<file path="src/rtl/bitwise_exec_unit.sv">
// Multi-cycle bitwise execution stage: a small register file, operand fetch, a
// per-bit logic lane array and write-back, driven by a start/done handshake.

module bitwise_lane (
  input  logic [2:0] op_i,
  input  logic       a_i,
  input  logic       b_i,
  output logic       y_o
);
  always_comb begin
    y_o = 1'b0;
    case (op_i)
      3'b000: y_o = a_i & b_i;
      3'b001: y_o = a_i | b_i;
      3'b010: y_o = ~(a_i & b_i);
      3'b011: y_o = ~(a_i | b_i);
      3'b100: y_o = a_i ^ b_i;
      3'b101: y_o = ~(a_i ^ b_i);
      3'b110: y_o = ~a_i;
      default: y_o = a_i;
    endcase
  end
endmodule

module bitwise_exec_unit #(
  parameter int N  = 4,
  parameter int AW = 2
) (
  input  logic          clk,
  input  logic          rst,
  input  logic          start,
  input  logic [2:0]    op,
  input  logic [AW-1:0] ra,
  input  logic [AW-1:0] rb,
  input  logic [AW-1:0] rd,
  input  logic          wr_en,
  input  logic [AW-1:0] wr_addr,
  input  logic [N-1:0]  wr_data,
  input  logic [AW-1:0] rdbg_addr,
  output logic [N-1:0]  rdbg_data,
  output logic          busy,
  output logic          done,
  output logic [N-1:0]  result,
  output logic          zero
);
  localparam int DEPTH = 2 ** AW;

  typedef enum logic [1:0] {IDLE, FETCH, EXEC, WB} state_t;
  state_t state_q, state_d;

  logic [N-1:0]  rf_q [DEPTH];
  logic [2:0]    op_q;
  logic [AW-1:0] ra_q, rb_q, rd_q;
  logic [N-1:0]  opa_q, opb_q, result_q;
  logic          zero_q;
  logic [N-1:0]  f;

  for (genvar g = 0; g < N; g++) begin : g_lane
    bitwise_lane u_lane (.op_i(op_q), .a_i(opa_q[g]), .b_i(opb_q[g]), .y_o(f[g]));
  end

  always_comb begin
    state_d = state_q;
    busy    = 1'b1;
    done    = 1'b0;
    case (state_q)
      IDLE: begin
        busy = 1'b0;
        if (start) state_d = FETCH;
      end
      FETCH: state_d = EXEC;
      EXEC:  state_d = WB;
      WB: begin
        done    = 1'b1;
        state_d = IDLE;
      end
      default: state_d = IDLE;
    endcase
  end

  always_ff @(posedge clk) begin
    if (rst) begin
      state_q  <= IDLE;
      op_q     <= '0;
      ra_q     <= '0;
      rb_q     <= '0;
      rd_q     <= '0;
      opa_q    <= '0;
      opb_q    <= '0;
      result_q <= '0;
      zero_q   <= 1'b0;
      for (int i = 0; i < DEPTH; i++) rf_q[i] <= '0;
    end else begin
      state_q <= state_d;
      if (state_q == IDLE && start) begin
        op_q <= op;
        ra_q <= ra;
        rb_q <= rb;
        rd_q <= rd;
      end
      if (state_q == FETCH) begin
        opa_q <= rf_q[ra_q];
        opb_q <= rf_q[rb_q];
      end
      if (state_q == EXEC) begin
        result_q <= f;
        zero_q   <= ~|f;
      end
      // Write-back takes the port when a direct load targets the same register.
      if (wr_en && !(state_q == WB && wr_addr == rd_q)) rf_q[wr_addr] <= wr_data;
      if (state_q == WB) rf_q[rd_q] <= result_q;
    end
  end

  assign rdbg_data = rf_q[rdbg_addr];
  assign result    = result_q;
  assign zero      = zero_q;
endmodule

</file>
<file path="config.mk">
export PLATFORM = sky130hd
export DESIGN_NAME = bitwise_exec_unit
export DESIGN_NICKNAME = d
export VERILOG_FILES = /design/src/rtl/bitwise_exec_unit.sv
export SDC_FILE = /design/constraint.sdc
export NUM_CORES = 1
export LEC_CHECK = 0
export ABC_AREA = 1
export CAP_MARGIN = 5
export CORE_AREA = 2 2 72 74
export DETAILED_ROUTE_END_ITERATION = 8
export DIE_AREA = 0 0 74 76
export HOLD_SLACK_MARGIN = 0.08
export PLACE_DENSITY = 0.82
export REMOVE_ABC_BUFFERS = 1
export SLEW_MARGIN = 0
export SYNTH_ARGS = -nofsm -noshare
export SYNTH_HDL_FRONTEND = slang
export SYNTH_HIERARCHICAL = 1
export SYNTH_SLANG_ARGS = --single-unit
export TNS_END_PERCENT = 20
</file>
<file path="constraint.sdc">
create_clock -name clk -period 1.9 [get_ports clk]
set_input_delay 0.285 -clock clk [delete_from_list [all_inputs] [get_ports clk]]
set_output_delay 0.285 -clock clk [all_outputs]
set_load 0.05 [all_outputs]
</file>
Word-level counts from Yosys, hierarchy flattened --
Memory sizes are Yosys's and may differ from the RTL's. A register that Yosys moved wholly into a read port is not among the register bits. Cells that the tools add are included.
Operators by class: equal/unequal tests 11, bitwise operators 28, reduce and logical (&&, ||, !) cells 10, multiplexer cells 21
Operators by type and width (number):
- one-hot mux 1 bit (7 select lines) | 4
- NOT 1 bit | 16
- OR reduction 4 bit | 3
- two-way mux 1 bit | 11
- == test 3 bit, second input constant | 3
- two-way mux 4 bit | 2
- one-hot mux 2 bit (4 select lines) | 1
- == test 3 x 2 -> 1 bit, second input constant | 2
- two-way mux 2 bit | 3
- AND 1 bit | 4
- == test 2 bit, second input constant | 2
- bitwise OR 1 bit | 4
- XOR 1 bit | 4
- == test 3 x 1 -> 1 bit, second input constant | 1
- logical AND 1 bit | 3
- zero test 3 bit | 1
- == test 2 x 1 -> 1 bit, second input constant | 1
- == test 2 bit | 1
- zero test 1 bit | 2
- zero test 2 bit | 1
- inequality test 2 bit, second input constant | 1
Word-level totals: memories kept 1, flip-flop bits (word level) 16, output and inout port bits 11, memory bits (writable) 16, input port bits 21, word-level logic and storage cells 78
Memories:
- rf_q | words 4, width 4, read ports 3, clocked after memory_dff 2, write ports 4, RTL line 51 | logic [N-1:0] rf_q [DEPTH];

Longest topological paths before layout --
depth in word-level cells 9, mapped depth 12, depth with buffers taken out 12

Modules after synthesis --
The synthesis kept the hierarchy.
Modules (own cells, without submodules):
- bitwise_exec_unit | sequential area each 960.9 um^2, area an instance 2138.3 um^2, times used 1, cells an instance 283
- bitwise_lane | sequential area each 0.0 um^2, area an instance 117.6 um^2, times used 4, cells an instance 25

Least setup slack after synthesis --
OpenSTA, ideal clock, no wires.
path kind register to register, start point register state_q[0], end point memory rf_q[0][0], enable pin, clock period less this slack 1930 ps, arrival time 1568 ps, library setup time 361 ps, path buffers 0, data required time 1539 ps, setup slack -30 ps, cell stages (with the launch flop) 6, path through dfxtp_1 ha_1 nand2_1 nor3_1 nor2_1 o21ai_0
RTL lines:
- start, declared | RTL line 49 | state_t state_q, state_d;
- start signal, assigned | RTL line 94 | state_q <= state_d;
- end, declared | RTL line 51

Worst setup path in the final report --
start point input port rdbg_addr[0], end point output port rdbg_data[3]
Between the ends: longest elaborated chain between the ends 1
Ends and longest elaborated chain:
- start, declared | RTL line 39 | input logic [AW-1:0] rdbg_addr,
- memory (4 x 4 bit)
- end, declared | RTL line 40 | output logic [N-1:0] rdbg_data,
No other way between the ends.

==> impl_metrics.json <==
{
  "maxSlewHeadroom": 0.6114,
  "grt_first_pass_wirelength_um": 10680,
  "cts_setup_buffers": 0,
  "die_width_um": 74,
  "filler_instances": 437,
  "global_route.usage.total": 0.2387,
  "irDropWorstVdd_mv": 1.090,
  "final_antenna_net_count": 0,
  "gr_ovfl_total": 0,
  "regArea_um2": 960.9,
  "dr_wl_met3_um": 231,
  "postPlaceCellArea_um2": 3113,
  "synth_seq_cells": 40,
  "gp_congestion": 0.8874,
  "fin_crit_ns": 1.814,
  "cell_with_the_biggest_individual_delay_on_the_critical_path": "sky130_fd_sc_hd__clkdlybuf4s50_1",
  "clk_path_buf_depth": 2,
  "power.share.combinational": 0.459,
  "netlist-cell-type-count": 23,
  "max_clock_freq_mhz": 551.3,
  "detail_route.drc_violations": 0,
  "final_hold_viols": 0,
  "worst_setup_path_end_kind": "output pin",
  "cts_inserted_buffers": 5,
  "final_cell_area_um2": 3213,
  "clk_latency_ns": 0.29,
  "worstMarginPinSlew_ns": 0.5829,
  "switching_power_mw": 1.671,
  "io_pins": 32,
  "outcome": "finished clean",
  "worstPathArrival_ns": 1.53,
  "syn-instance-count": 383,
  "core-area_um2": 4912,
  "startpoint_type": "input pin",
  "area.growth.synth_to_final_pct": 23.17,
  "placement_rows": 26,
  "cts.sinks": 40,
  "timing.setup.critical_path_class": "input pin to output pin",
  "cts_max_level": 2,
  "routedLengthMet1_um": 2611,
  "crit_path_frequent_cell": "sky130_fd_sc_hd__a21oi_1",
  "yosys_warnings": 6,
  "crit_chain": "clkdlybuf4s50_1 -> inv_2 -> o21ai_0 -> a21oi_1 -> a21oi_1 -> buf_12",
  "skew_ns": 0.01028,
  "start_util": 0.5311,
  "final-max-slew-violation-count": 0,
  "grt_antenna_before_repair": 0,
  "multiInputGateArea_um2": 1313,
  "stage_delay_of_the_slowest_cell_on_the_critical_path_ns": 0.49,
  "share_clk_of_total_power": 0.162,
  "cts.root.buffer_cell": "sky130_fd_sc_hd__clkbuf_8",
  "chipHeight_um": 76,
  "top_layer": "met4",
  "cp_top_family": "buffers and inverters",
  "grt_pass1_vias": 2455,
  "detail_route.wl_per_cell_um": 12.66,
  "place.detailed.hpwl_um": 4829,
  "nets": 458,
  "totalWireLength_um": 6269,
  "worstPathMaxFanout": 10,
  "numPortBuffers": 31,
  "power_density_nw_per_um2": 1164,
  "post_layout_nonfiller_instances": 495,
  "pwr-share-seq": 0.378,
  "met2WireLength_um": 3201,
  "count_of_inserted_antenna_diode_cells": 0,
  "drv_cap": 0,
  "sw_frac_of_total": 0.4470,
  "fin_crit_sh": 0.9546,
  "dpl.cell_count": 487,
  "dp_worst_setup_slack_ns": 0.02206,
  "hold_class": "flip-flop to flip-flop",
  "netlist_area_um2": 2609,
  "synth_area_per_cell_um2": 6.811,
  "num_vias": 2578,
  "seq_area_frac_synth": 0.3683,
  "tritoncts": "built",
  "drt_pass1_iterations": 5,
  "finalWorstSetupSlack_ns": 0.08623,
  "detailedRoute.firstIterationViolations": 161,
  "rsz_0062_raised_after_global_routing": "no",
  "die_area_um2": 5624,
  "post_drt_via_cell_ratio": 5.208,
  "cp.buffers_inverters": 3,
  "grt_start_max_net_pins": 20,
  "cts.clk_slew.worst_paths_ns": 0.08,
  "cts_hold_repair.buffers": 0,
  "final_layout_size_suffix_gt1_frac": 0.1200,
  "leakage_nw": 1.486,
  "crit_required_ns": 1.62,
  "finalSetupViolCount": 0,
  "p_int_mw": 2.068
}
==> synth_stat cells <==
library cell,instances,area [um^2]
sky130_fd_sc_hd__buf_1,1,3.750
sky130_fd_sc_hd__nor2_4,1,11.26
sky130_fd_sc_hd__nand3_1,33,165.2
sky130_fd_sc_hd__ha_1,13,162.7
sky130_fd_sc_hd__inv_1,70,262.8
sky130_fd_sc_hd__clkbuf_1,8,30.03
sky130_fd_sc_hd__o211ai_1,16,120.1
sky130_fd_sc_hd__nor3_1,4,20.02
sky130_fd_sc_hd__nand2_1,94,352.8
sky130_fd_sc_hd__o21ai_0,29,145.1
sky130_fd_sc_hd__a211oi_1,2,15.01
sky130_fd_sc_hd__nor2_2,6,37.54
sky130_fd_sc_hd__nand3_4,1,17.52
sky130_fd_sc_hd__dfxtp_1,24,480.5
sky130_fd_sc_hd__nor2_1,21,78.83
sky130_fd_sc_hd__a21oi_1,27,135.1
sky130_fd_sc_hd__nand4_1,3,18.77
sky130_fd_sc_hd__buf_2,4,20.02
sky130_fd_sc_hd__inv_2,6,22.52
sky130_fd_sc_hd__o21ai_1,2,10.01
sky130_fd_sc_hd__nand2_2,1,6.260
sky130_fd_sc_hd__nand4_2,1,12.51
sky130_fd_sc_hd__edfxtp_1,16,480.5
==> per-stage QoR <==
step	total power, mW	utilization	setup TNS, ns	hold slack [ns]
after global routing	4.044	0.6541	0	0.5227
final	3.739	0.6541	0	0.4841
after detailed placement	3.132	0.6337	0	0.4684
after global placement	3.067	0.6337	0	0.4631
after CTS	3.740	0.6533	0	0.4877
after floorplan	2.543	-	-0.2394	0.3541
==> logic make-up (layout without fill, tap and decap cells) <==
kind of cell | Yosys count | in the layout | synth area share
buffers and inverters | 89 | 131 | 0.1300
adder cells (fa/ha/maj) | 13 | 13 | 0.06235
flip-flops | 40 | 40 | 0.3683
AO/OA/AOI/OAI | 76 | 76 | 0.1631
AND/OR/NAND/NOR | 165 | 165 | 0.2763
==> cell type report <==
class | instances | share of cell area
clock buffers | 6 | 0.02570
flip-flops and latches | 40 | 0.2991
repair buffers | 47 | 0.1464
clock inverters | 2 | 0.004283
multi-input cells | 254 | 0.4085
inverters | 76 | 0.08879
well taps | 70 | 0.02726
==> per-layer routing <==
metal,global-route usage,vias to the layer above
met1,0.2772,1167
met4,0.1236,0
li1,-,1308
met5,0,-
met2,0.4080,80
met3,0.04233,23
==> cell usage in the layout (no fill, tap or decap), drive strengths merged <==
cell	netlist	routed
nand2	95	95
inv	76	77
nand3	34	34
o21ai	31	31
nor2	28	28
a21oi	27	27
buf	5	25
dfxtp	24	24
clkdlybuf4s50	0	22
o211ai	16	16
edfxtp	16	16
ha	13	13
clkbuf	8	6
nor3	4	4
nand4	4	4
a211oi	2	2
clkinv	0	1
==> worst register-to-register path: stages, from the launching register on <==
cell and delay (ns):
sky130_fd_sc_hd__dfxtp_1 0.37, sky130_fd_sc_hd__ha_1 0.27, sky130_fd_sc_hd__nand2_1 0.13, sky130_fd_sc_hd__nor3_1 0.27
sky130_fd_sc_hd__nor2_1 0.06, sky130_fd_sc_hd__o21ai_0 0.09, sky130_fd_sc_hd__buf_4 0.17
==> power groups by stage <==
stage	Combinational (mW)	Sequential (mW)	Clock [mW]
after floorplan	1.09	1.45	0
after global placement	1.65	1.42	0
after detailed placement	1.71	1.42	0
after CTS	1.72	1.41	0.611
after global routing	1.94	1.45	0.652
final	1.72	1.41	0.607
==> timing repair <==
item / CTS / global route
endpoints found under the hold margin: 0 / 0
gates resized for setup: 0 / 2
endpoints found under the setup margin: 0 / 4
==> worst paths after layout <==
path / start / to / slack [ns] / cells past startpoint
worst max-delay path: rdbg_addr[0] / rdbg_data[3] / 0.09 / 6
worst min-delay path: zero$_SDFFE_PP0P_ / zero$_SDFFE_PP0P_ / 0.48 / 2
worst max register to register: state_q[0]$_SDFFE_PP0P_ / rf_q[0][1]$_DFFE_PP_ / 0.25 / 6
worst min register to register: zero$_SDFFE_PP0P_ / zero$_SDFFE_PP0P_ / 0.48 / 2
==> registers in the layout, summed over array words and instances (netlist names) <==
register  count
state_q       2
rd_q          2
opa_q         4
opb_q         4
rb_q          2
zero          1
op_q          3
ra_q          2
rf_q         16
result        4
Power figures use the tool's default switching activity.
